==> src/rtl/jk_register_arbiter.sv <==
// Two-requester round-robin arbiter in front of a shared W-bit JK register.
// Each granted operation runs IDLE -> APPLY -> ACK, so requests are served at most once every three cycles.
module jk_register_arbiter #(
    parameter int W = 8
) (
    input  logic         clock,
    input  logic         reset,
    input  logic         req_a,
    input  logic [1:0]   op_a,
    input  logic [W-1:0] data_a,
    output logic         ack_a,
    input  logic         req_b,
    input  logic [1:0]   op_b,
    input  logic [W-1:0] data_b,
    output logic         ack_b,
    output logic [W-1:0] q,
    output logic [W-1:0] j,
    output logic [W-1:0] k,
    output logic         busy,
    output logic         last_grant
);

    typedef enum logic [1:0] {
        IDLE  = 2'd0,
        APPLY = 2'd1,
        ACK   = 2'd2
    } state_t;

    localparam logic [1:0] OP_CLEAR  = 2'b00;
    localparam logic [1:0] OP_SET    = 2'b01;
    localparam logic [1:0] OP_TOGGLE = 2'b10;
    localparam logic [1:0] OP_LOAD   = 2'b11;

    state_t       state;
    state_t       state_nxt;
    logic         grant;      // 0 = A owns the operation in flight, 1 = B
    logic         grant_nxt;
    logic         take;
    logic [1:0]   op_sel;
    logic [W-1:0] data_sel;
    logic [W-1:0] j_lat;
    logic [W-1:0] k_lat;
    logic [W-1:0] j_nxt;
    logic [W-1:0] k_nxt;

    // Excitation packed as {j, k} for the granted opcode and operand.
    function automatic logic [2*W-1:0] excite(input logic [1:0] op, input logic [W-1:0] d);
        logic [2*W-1:0] jk;
        jk = '0;
        case (op)
            OP_CLEAR:  jk = {{W{1'b0}}, d};
            OP_SET:    jk = {d, {W{1'b0}}};
            OP_TOGGLE: jk = {d, d};
            OP_LOAD:   jk = {d, ~d};
            default:   jk = '0;
        endcase
        return jk;
    endfunction

    function automatic logic [W-1:0] jk_next(input logic [W-1:0] qv,
                                             input logic [W-1:0] jv,
                                             input logic [W-1:0] kv);
        return (jv & ~qv) | (~kv & qv);
    endfunction

    always_comb begin
        state_nxt = state;
        grant_nxt = grant;
        take      = 1'b0;
        case (state)
            IDLE: begin
                if (req_a || req_b) begin
                    state_nxt = APPLY;
                    take      = 1'b1;
                    // On a tie the requester not served last wins; otherwise the lone requester.
                    grant_nxt = (req_a && req_b) ? ~last_grant : req_b;
                end
            end
            APPLY:   state_nxt = ACK;
            ACK:     state_nxt = IDLE;
            default: state_nxt = IDLE;
        endcase
    end

    assign op_sel         = grant_nxt ? op_b : op_a;
    assign data_sel       = grant_nxt ? data_b : data_a;
    assign {j_nxt, k_nxt} = excite(op_sel, data_sel);

    always_ff @(posedge clock) begin
        if (reset) begin
            state      <= IDLE;
            q          <= '0;
            grant      <= 1'b0;
            last_grant <= 1'b1;
            j_lat      <= '0;
            k_lat      <= '0;
        end else begin
            state <= state_nxt;
            if (take) begin
                grant      <= grant_nxt;
                last_grant <= grant_nxt;
                j_lat      <= j_nxt;
                k_lat      <= k_nxt;
            end
            if (state == APPLY) begin
                q <= jk_next(q, j_lat, k_lat);
            end
        end
    end

    always_comb begin
        j     = '0;
        k     = '0;
        ack_a = 1'b0;
        ack_b = 1'b0;
        busy  = (state != IDLE);
        if (state == APPLY) begin
            j = j_lat;
            k = k_lat;
        end
        if (state == ACK) begin
            ack_a = ~grant;
            ack_b = grant;
        end
    end

endmodule

==> config.mk <==
export PLATFORM = sky130hd
export DESIGN_NAME = jk_register_arbiter
export DESIGN_NICKNAME = d
export VERILOG_FILES = /design/src/rtl/jk_register_arbiter.sv
export SDC_FILE = /design/constraint.sdc
export NUM_CORES = 1
export LEC_CHECK = 0
export ABC_AREA = 1
export ABC_CLOCK_PERIOD_IN_PS = 1320
export BUFFER_PORTS_ARGS = -buffer_cell sky130_fd_sc_hd__buf_2
export CAP_MARGIN = 20
export CORE_MARGIN = 2
export CORE_UTILIZATION = 44
export CTS_BUF_LIST = sky130_fd_sc_hd__clkbuf_4 sky130_fd_sc_hd__clkbuf_8 sky130_fd_sc_hd__clkbuf_16
export DETAILED_ROUTE_END_ITERATION = 12
export HOLD_SLACK_MARGIN = 0.06
export PLACE_DENSITY = 0.84
export SYNTH_ARGS = -nofsm -noshare
export SYNTH_HDL_FRONTEND = slang
export SYNTH_SLANG_ARGS = --single-unit
==> constraint.sdc <==
create_clock -name clock -period 1.32 [get_ports clock]
set_clock_uncertainty 0.05 [all_clocks]
set_input_delay 0.132 -clock clock [delete_from_list [all_inputs] [get_ports clock]]
set_output_delay 0.132 -clock clock [all_outputs]
set_load 0.05 [all_outputs]
---- Word-level counts from Yosys, hierarchy flattened ----
Cells that the tools add are included.
operators by class
  multiplexer cells ....................... 14
  equality and inequality tests ........... 6
  bitwise logic cells ..................... 8
  reduce and logical (&&, ||, !) cells .... 5
operators with widths
  operator                                                                count
  16-bit case mux with 4 select lines                                     1
  8-bit 2-to-1 mux                                                        3
  8-bit inverter                                                          3
  8-bit bitwise AND                                                       2
  8-bit bitwise OR                                                        1
  1-bit 2-to-1 mux                                                        7
  2-bit equality test (second input constant)                             3
  2-bit by 1-bit equality test with 1-bit output (second input constant)  2
  2-bit zero test                                                         2
  2-bit 2-to-1 mux                                                        2
  2-bit case mux with 2 select lines                                      1
  2-bit != test (second input constant)                                   1
  1-bit inverter                                                          2
  2-bit nonzero test                                                      1
  1-bit logical AND                                                       1
  1-bit logical OR                                                        1
word-level totals
  input bits .............................. 24
  bits in registers ....................... 28
  word-level logic and storage cells ...... 39
  output and inout port bits .............. 28

---- Depth between registers and ports, before layout ----
  depth after elaboration ................. 7
  depth in mapped cells ................... 12
  gate-level depth less buffers ........... 11

---- Least setup slack after synthesis ----
Ideal clock, no wire load.
  path kind ............................... reg-to-reg
  from .................................... register state[0]
  to ...................................... register q[6]
  setup slack ............................. -0.493 ns
  arrival time ............................ 1.691 ns
  clock period less this slack ............ 1.813 ns
  stages on the path, launching flop included .. 6
  library setup time ...................... 0.072 ns
  path buffers ............................ 1
  required time ........................... 1.198 ns
  path through ............................ dfxtp_1 -> nand2_1 -> buf_2 -> nor2_1 -> o21ai_0 -> a21oi_1
between the ends
  cells in the longest elaborated chain, start to end .. 1
ends and longest elaborated chain
  element                                         line  source
  start: declaration                              34    state_t state;
  start signal: assignment                        98    state <= state_nxt;
  2-bit by 1-bit equality test with 1-bit output  105   if (state == APPLY) begin
  end signal: assignment                          106   q <= jk_next(q, j_lat, k_lat);
  end: declaration                                16    output logic [W-1:0] q,
No other way between the ends.
A chain may end at the register's enable or synchronous reset.

---- Worst setup path in the final report ----
  from .................................... register state[0]
  to ...................................... register k_lat[1]
between the ends
  cells in the longest elaborated chain, start to end .. 5
  elaborated cells between the ends (all ways) .. 11
  classes of those cells .................. 3 x eq/ne; 5 x mux; 1 x bitwise; 2 x reduce/logical
ends and longest elaborated chain
  element                                               line    source
  2-bit zero test (*)                                   70      case (state)
  1-bit 2-to-1 mux                                      70
  2-bit 2-to-1 mux or 8-bit 2-to-1 mux (tied branches)  85, 86
  2-bit equality test (tied with other cells)           50      case (op)
  16-bit case mux with 4 select lines                   50
  end signal: assignment                                103     k_lat <= k_nxt;
  end: declaration                                      42      logic [W-1:0] k_lat;
Mark *: on every way between the ends. The rest lies on a longest branch, timed or not.

==> key figures <==
Timing
  – Max Clock Freq: 632.4 MHz
  – Endpoints failing setup: 34
  – Worst-Margin Slew: 0.3233 ns
  – Setup slack after layout: -0.2612 ns
  – Fin. max-slew vios: 0
  – Hold WS: 0.1033 ns
  – Final Hold Vio Count: 0
  – Unrepaired setup endpoints after global routing: yes
  – Period utilisation layout: 1.198
  – Post-route minimum period: 1.581 ns
  – Max_slew headroom: 0.7843

Detailed routing
  – Vias: 1668
  – Iter 0 DRT Violations: 44
  – Antenna-violating nets left: 0
  – Final WL: 4293 um
  – Drt wl/cell: 12.55 um
  – First-pass DRT Iterations: 4
  – DR DRC count: 0
  – Avg Vias per Cell: 4.877

Yosys
  – Synth top area share: 0.3819
  – Synth warnings: 0
  – Seq/Total Area, Yosys: 0.3819
  – Synth unique cells: 18
  – Synth Cell Area: 0.001468 mm2
  – Synth area leader: dfxtp_1
  – Synth area leaders: dfxtp_1 (38%), nand2_1 (15%), nor2_1 (11%), nand3_1 (8.5%), a21oi_1 (8.2%)
  – #FFs+latches synth: 28
  – Syn avg cell area: 6.326 um2
  – Mapped Cells: 232
  – Post-Syn Nets: 256

Cells and area
  – # diodes: 0
  – Fraction of layout instances using a drive strength above 1: 0.4799
  – Non-Filler Instances: 342
  – Final nets: 323
  – P&R area growth vs syn: 65.64%

Placement
  – DP Cell Count: 334
  – Gp weighted congestion: 0.8438
  – Final HPWL from detailed placement: 2841 um
  – Port Buf Inserts: 51

Hold path
  – Worst hold path class: in2reg
  – Hold Crit Depth: 5

Power and ir drop
  – Worst VDD drop: 0.5923 mV
  – Sw power: 0.0009845 W
  – Sequential power share: 0.393
  – Sw Ratio: 0.4012
  – Total power: 0.002454 W
  – Clock power frac: 0.163
  – Power per Cell Area: 1009 mW/mm2
  – Combinational share of power: 0.444
  – Pint: 0.001469 W
  – P_leak: 1.106 nW

Critical path
  – Critical-path top delay cell: dfxtp_2
  – Worst EP arrival: 1.78 ns
  – Worst Path Buf+Inv: 1
  – Critical Path RT: 1.52 ns
  – Worst path max stage delay: 0.37 ns
  – Crit end category: register
  – Levels on crit path: 9
  – Delay-heaviest family, CP: simple AND/OR/NAND/NOR gates
  – WS Path Type: reg2reg
  – CP max FO: 5
  – Worst setup SP type: register
  – Cell depth of the worst flop-to-flop path: 9
  – Critical-path cell list: nor2_4 -> nand3_4 -> buf_12 -> nand3b_1 -> nand2_4 -> nand3_1 -> nand2_1 -> nor2_1 -> nor2_1
  – Critical Path Most Common Cell: nor2_1

GRT
  – Gr usage total: 0.2389
  – Number of global-route vias before repair: 1516
  – Initial antenna violation count: 0
  – First-pass GRT wire length: 6693 um
  – GR Overflow Total: 0
  – Largest net degree at the start of global routing: 27

Status
  – Status: complete, but fails checks
  – Failing checks: negative setup slack

Clocking
  – CTS buffer count: 3
  – Clock Path Buffers: 2
  – Hold_buf cts: 0
  – Clock Sinks: 28
  – CTS root buffer: clkbuf_4
  – CTS tree: built
  – Skew-Pair Late Insertion Delay: 0.34 ns
  – CTS clk-pin slew, worst paths: 0.16 ns
  – CTS H-Tree Depth: 1

Floorplan
  – Die W: 61.76 um
  – Die area: 0.003814 mm2
  – Starting density of the core: 0.4730
  – Row cnt: 20
  – Core area: 0.003103 mm2
  – I/O pin count: 52
  – Die H: 61.76 um

Job
  – Max-Cap Viols: 0
==> cell usage after synthesis <==
cell type	instances
a21oi_1	24
buf_1	2
buf_2	3
buf_6	2
clkbuf_1	2
clkinv_1	1
dfxtp_1	28
inv_1	24
nand2_1	57
nand2_2	4
nand2_4	1
nand3_1	25
nand3_2	3
nand3b_1	1
nor2_1	43
nor2_4	1
nor3_1	2
o21ai_0	9
==> kinds of logic after synthesis <==
| family | count (synthesis) | synth area share |
|---|---|---|
| AND/OR/NAND/NOR | 137 | 0.4058 |
| buffers and inverters | 34 | 0.09974 |
| AO/OA/AOI/OAI | 33 | 0.1125 |
| flip-flops | 28 | 0.3819 |
==> flip-flops by register name, summed over array words and instances, names as in the netlist <==
register	count
k_lat	8
j_lat	8
last_grant	1
q	8
state	2
grant	1
==> path summary, 6_finish.rpt <==
check | slack, ns | end | from
hold / removal | 0.10 | j_lat[4] | data_a[4]
setup / recovery | -0.26 | k_lat[1] | state[0]
setup reg to reg | -0.26 | k_lat[1] | state[0]
hold reg to reg | 0.40 | q[3] | q[3]
==> power by group through the flow <==
stage | logic (W) | clock network (W) | registers [W]
floorplan | 0.000650 | 0 | 0.00101
global placement | 0.000912 | 0 | 0.000977
detailed placement | 0.000929 | 0 | 0.000981
CTS | 0.00107 | 0.000402 | 0.000963
global route | 0.00118 | 0.000422 | 0.000974
finish | 0.00109 | 0.000400 | 0.000965
==> placed cells by master, fill, tap and decap left out, types with 13 or more instances in the layout <==
| cell | instances |
|---|---|
| buf_6 | 17 |
| a21oi_1 | 15 |
| inv_1 | 22 |
| buf_2 | 32 |
| nor2_1 | 26 |
| nand3_2 | 16 |
| nand2_1 | 45 |
| buf_4 | 14 |
| nand2_4 | 13 |
| dfxtp_1 | 25 |
| nor2_4 | 14 |
==> per-stage QoR <==
stage	TNS (ns)	util	setup slack [ns]	instance area [um2]
after global placement	-2.572	0.6794	-0.2165	2108
after CTS	-6.467	0.7790	-0.2208	2417
after detailed placement	-3.146	0.6794	-0.2472	2108
after floorplan	-4.596	-	-0.3239	1708
after global routing	-9.803	0.7835	-0.3712	2431
final	-7.253	0.7835	-0.2612	2431
==> worst register-to-register path, cell delays in order, from the launching register on <==
cell and delay [ns]:
dfxtp_2 0.37, nor2_4 0.17, nand3_4 0.13, buf_12 0.15, nand3b_1 0.18, nand2_4 0.12, nand3_1 0.08, nand2_1 0.05
nor2_1 0.12, nor2_1 0.06
==> metal layers <==
| metal | track usage | vias to the layer above | routed length, um |
|---|---|---|---|
| li1 | - | 869 | - |
| met1 | 0.2846 | 754 | 1825 |
| met4 | 0.1003 | 0 | 69 |
| met3 | 0.02484 | 7 | 108 |
| met5 | 0 | - | 0 |
| met2 | 0.4346 | 38 | 2290 |
==> what timing repair did <==
item,4_1_cts,5_1_grt
gates resized for setup,69,6
endpoints found under the setup margin,35,36
pin swaps,9,1
setup buffers,3,0
cloned,1,0
==> layout make-up <==
| type | instances | area [um2] |
|---|---|---|
| multi-input combinational | 171 | 1094 |
| tap | 44 | 55.05 |
| clock buffer | 4 | 30.03 |
| fill | 224 | 671.9 |
| sequential | 28 | 566.8 |
| timing repair buffer | 70 | 591.8 |
| inverter | 25 | 93.84 |
Note: power is estimated with default switching activity, not from simulation.
